==> src/rtl/rst_ce_seq.sv <==
// Reset-hold / clock-enable sequencer: holds downstream reset, then issues a divided ce cadence.
// Optional ce pulse counter enabled by defining RST_CE_SEQ_CE_COUNT_EN.
module rst_ce_seq #(
    parameter int unsigned HOLD_CYCLES = 4,
    parameter int unsigned CE_DIV      = 2
) (
    input  logic       clk,
    input  logic       rst,
    input  logic       go,
    input  logic       pause,
    output logic       rst_out,
    output logic       ce,
    output logic       running,
    output logic [7:0] ce_count
);

    typedef enum logic {StHold, StRun} state_e;

    localparam logic [7:0] HoldMax = 8'(HOLD_CYCLES - 1);
    localparam logic [7:0] DivMax  = 8'(CE_DIV - 1);

    state_e     state_q, state_d;
    logic [7:0] hold_cnt_q, hold_cnt_d;
    logic [7:0] div_cnt_q, div_cnt_d;
    logic       rst_out_q, rst_out_d;
    logic       ce_q, ce_d;

    always_comb begin
        state_d    = state_q;
        hold_cnt_d = hold_cnt_q;
        div_cnt_d  = div_cnt_q;
        rst_out_d  = rst_out_q;
        ce_d       = 1'b0;
        if (rst) begin
            state_d    = StHold;
            hold_cnt_d = '0;
            div_cnt_d  = '0;
            rst_out_d  = 1'b1;
        end else begin
            unique case (state_q)
                StHold: begin
                    rst_out_d = 1'b1;
                    if (hold_cnt_q == HoldMax && go) begin
                        // First ce and reset release land on the same edge.
                        state_d   = StRun;
                        rst_out_d = 1'b0;
                        ce_d      = 1'b1;
                        div_cnt_d = '0;
                    end else if (hold_cnt_q != HoldMax) begin
                        hold_cnt_d = hold_cnt_q + 8'd1;
                    end
                end
                StRun: begin
                    rst_out_d = 1'b0;
                    if (!pause) begin
                        if (div_cnt_q == DivMax) begin
                            div_cnt_d = '0;
                            ce_d      = 1'b1;
                        end else begin
                            div_cnt_d = div_cnt_q + 8'd1;
                        end
                    end
                end
                default: state_d = StHold;
            endcase
        end
    end

    always_ff @(posedge clk) begin
        state_q    <= state_d;
        hold_cnt_q <= hold_cnt_d;
        div_cnt_q  <= div_cnt_d;
        rst_out_q  <= rst_out_d;
        ce_q       <= ce_d;
    end

    assign rst_out = rst_out_q;
    assign ce      = ce_q;
    assign running = (state_q == StRun);

`ifdef RST_CE_SEQ_CE_COUNT_EN
    logic [7:0] ce_count_q;

    always_ff @(posedge clk) begin
        if (rst) begin
            ce_count_q <= '0;
        end else if (ce_d) begin
            ce_count_q <= ce_count_q + 8'd1;
        end
    end

    assign ce_count = ce_count_q;
`else
    assign ce_count = '0;
`endif

endmodule
==> config.mk <==
export PLATFORM = sky130hd
export DESIGN_NAME = rst_ce_seq
export DESIGN_NICKNAME = d
export VERILOG_FILES = /design/src/rtl/rst_ce_seq.sv
export SDC_FILE = /design/constraint.sdc
export NUM_CORES = 1
export LEC_CHECK = 0
export CORE_MARGIN = 2
export CORE_UTILIZATION = 30
export CTS_CLUSTER_SIZE = 10
export DETAILED_ROUTE_END_ITERATION = 8
export SLEW_MARGIN = 5
export SYNTH_ARGS = -nofsm -noshare
export SYNTH_HDL_FRONTEND = slang
export SYNTH_SLANG_ARGS = --single-unit
==> constraint.sdc <==
create_clock -name clk -period 2.2 [get_ports clk]
set_input_delay 0.44 -clock clk [delete_from_list [all_inputs] [get_ports clk]]
set_output_delay 0.44 -clock clk [all_outputs]
set_load 0.01 [all_outputs]
==> summary.md <==
| Metric | Value |
|---|---|
| Status | completed |
| Worst flop-to-flop path startpoint | hold_cnt_q[0] |
| Port Buf Inserts | 6 |
| DIE WIDTH | ~61 um |
| # IOs | 15 |
| Hold Path Origin | div_cnt_q[1] |
| Commonest cells in the netlist | 19 x dfxtp_1, 9 x nor2_1, 8 x buf_4 |
| Post-Route Utilization | a little over a third |
| Drt first pass iters | 2 |
| Routed via count | roughly 750 |
| Synth Cell Area | 985 sq um |
| Warnings, synthesis | 0 |
| Arr. time, crit path | roughly 2 ns |
| H-tree levels | 1 |
| Met2 WL | 863 um |
| Post-cts gate resize count | 0 |
| Critical-path top delay cell | dfxtp_1 |
| Metal-1 WL | between 800 and 900 um |
| Final setup fails | 0 |
| Netlist cell types | 34 |
| Combinational group share of total power | 19.2% |
| Delay of the slowest critical-path stage | 0.44 ns |
| First-pass GRT wire length | 3040 um |
| Sequential Power Share | 56.5% |
| # DRC | 0 |
| Final Hold Viols | 0 |
| WS Path Type | reg2reg |
| Biggest area consumer among synthesized cells | dfxtp_1 |
| Fmax | ~560 MHz |
| Clock share of power | between 20 and 25% |
| Clock transition at path regs | roughly 0.11 ns |
| Post-Synth Simple-Gate Area | 24.8% |
| Detail Route Antenna Nets | 0 |
| Area grow syn2layout | 11.4% |
| Wire per inst | between 10 and 15 um |
| CTS Buf Count | 3 |
| Post-synthesis async set-or-reset flop share | 0% |
| Critical Path Source Type | register |
| Proportion of layout cells with a drive suffix above 1 | around 11% |
| Dominant cells by area after synthesis | dfxtp_1 39%, buf_4 6.1%, xor2_1 5.3% |
| Fin nets | around 130 |
| Vias in the first global route | 699 |
| Avg Vias per Cell | ~4.7 |
| Latest clock arrival within the worst-skew pair | 0.30 ns |
| Cell Rows | 20 |
| Post-CTS setup buffer count | 0 |
| Post-Synthesis Cells | about 110 |
| Number of synthesized flops with an enable pin | 0 |
| Hold crit path type | reg2reg |
| Post-Route WL | about 1700 um |
| CTS tree | yes |
| Post-synthesis sequential area ratio | 38.6% |
| Initial core utilization | 32.0% |
| Crit Path Max Fanout | 7 |
| Pre-CTS WS | roughly 0.24 ns |
| Slew Viols, Final | 0 |
| Cell Pwr Density | approximately 650 nW/um^2 |
| Worst path cell trace | ha_1 -> nor4b_4 -> a311oi_2 -> o21bai_1 -> a21o_1 |
| Largest family of logic cells by synthesized area | simple AND/OR/NAND/NOR gates |
| Post-synthesis mux area share | 1.02% |
| Seq cells post-synth | 19 |
| Ys flop type | dfxtp_1 |
| R2R Setup Slk | roughly 0.42 ns |
| Largest net degree at the start of global routing | 13 |
| Setup crit end kind | register |
| Post-CTS Hold Fix Bufs | 0 |
| Die ar. | about 3800 sq um |
| Lkg Pwr | 0.396 nW |
| Switch Pwr | 0.213 mW |
| CTS Root Cell | clkbuf_4 |
| Skew final | 0.00369 ns |
| Dpl cells | between 150 and 200 |
| Top cell type's share of synthesized area | slightly below 40% |
| Critical Path Start | hold_cnt_q[0] |
| Sw Ratio | 29.7% |
| Top Metal Used | met4 |
| Gpl congestion | approximately 0.7 |
| Int Power | ~0.5 mW |
| Syn Area/Cell | 9.12 sq um |
| Most common cell in the netlist | dfxtp_1 |
| Grt total ovfl | 0 |
| Synth Area in XOR/XNOR | between 7 and 8% |
| Min Clock Period, post-route | between 1.5 and 2 ns |
| Adder-Cell Fraction of Synth Area | between 3 and 4% |
| CP required | roughly 2.4 ns |
| Fin cells | 161 |
| RSZ-0062 raised after global routing | no |
| DR WL met3 | roughly 58 um |
| Number of antenna diodes | 0 |
| Total Routing Usage GR | a little over a tenth |
| Initial antenna violation count | 0 |
| CTS max path bufs | 2 |
| DP Wirelength | around 1300 um |
| Clk sinks | 19 |
| Core area | between 3000 and 4000 sq um |
| Setup WS post-layout | roughly 0.42 ns |
| Period utilization | between 80% and 90% |
| Die height | 61.3 um |
| # fillers | 323 |
| Worst VDD drop | ~0.41 mV |
| Max Cap Violations | 0 |
| Initial DRC Count | 12 |
| Compound-Gate Fraction of Synth Area | 15.1% |
| Setup total negative slack | 0 ns |
==> cell families after synthesis <==
logic type	Yosys count
AND/OR/NAND/NOR	39
XOR/XNOR	8
adder cells (fa/ha/maj)	3
AO/OA/AOI/OAI	21
flip-flops	19
multiplexers	1
other	1
buffers and inverters	16
==> worst paths after layout <==
path / to / cells after the start
worst max-delay path: div_cnt_q[2] / 5
worst min-delay path: div_cnt_q[1] / 2
worst max register to register: div_cnt_q[2] / 5
worst min register to register: div_cnt_q[1] / 2
==> registers in the layout (all words and copies together) (netlist names) <==
register	count
ce	1
rst_out	1
running	1
div_cnt_q	8
hold_cnt_q	8
==> stage by stage <==
stage / power, mW / hold WS [ns] / cell area, sq um
CTS: 0.733 / 0.528 / 1100
detailed placement: 0.551 / 0.514 / 1070
finish: 0.719 / 0.522 / 1100
global route: 0.766 / 0.585 / 1100
global placement: 0.546 / 0.479 / 1070
floorplan: 0.517 / 0.462 / 1010
==> power by group through the flow <==
stage                     Clock (mW)  Sequential, mW  Combinational, mW
final                          0.175           0.406              0.138
after detailed placement           0           0.413              0.139
after floorplan                    0           0.407              0.110
after CTS                      0.188           0.406              0.139
after global placement             0           0.411              0.135
after global routing           0.201           0.411              0.154
==> layout make-up <==
class	instances	area, sq um	share of cell area, %
multi-input combinational	80	541	49.3
sequential	19	380	34.7
clock buffer	3	22.5	2.05
timing repair buffer	7	67.6	6.16
clock inverter	1	5.00	0.456
tap	44	55.1	5.02
inverter	7	26.3	2.39
==> critical path: cells and delay by family, from the launching register on <==
family	cells	cell delay, ns
flops	1	0.44
simple gates	1	0.33
fa+ha+maj	1	0.28
compound gates	3	0.64
==> per-layer routing <==
layer,vias up,GRT usage [%]
met1,359,12.9
met2,9,18.5
li1,384,-
met4,0,2.80
met5,-,0
met3,2,3.78
==> cell usage in the layout, fill, tap and decap left out, drive strengths merged, types with 2 or more instances in the layout <==
cell type / instances
a211oi: 3
a21oi: 5
clkbuf: 3
clkdlybuf4s50: 6
conb: 8
dfxtp: 19
ha: 3
inv: 7
nand2: 6
nand3: 6
nand4: 3
nor2: 9
nor3: 3
nor4b: 3
o21ai: 6
or3: 3
xnor2: 2
xor2: 6
No activity file was read; power rests on OpenSTA's default activity.
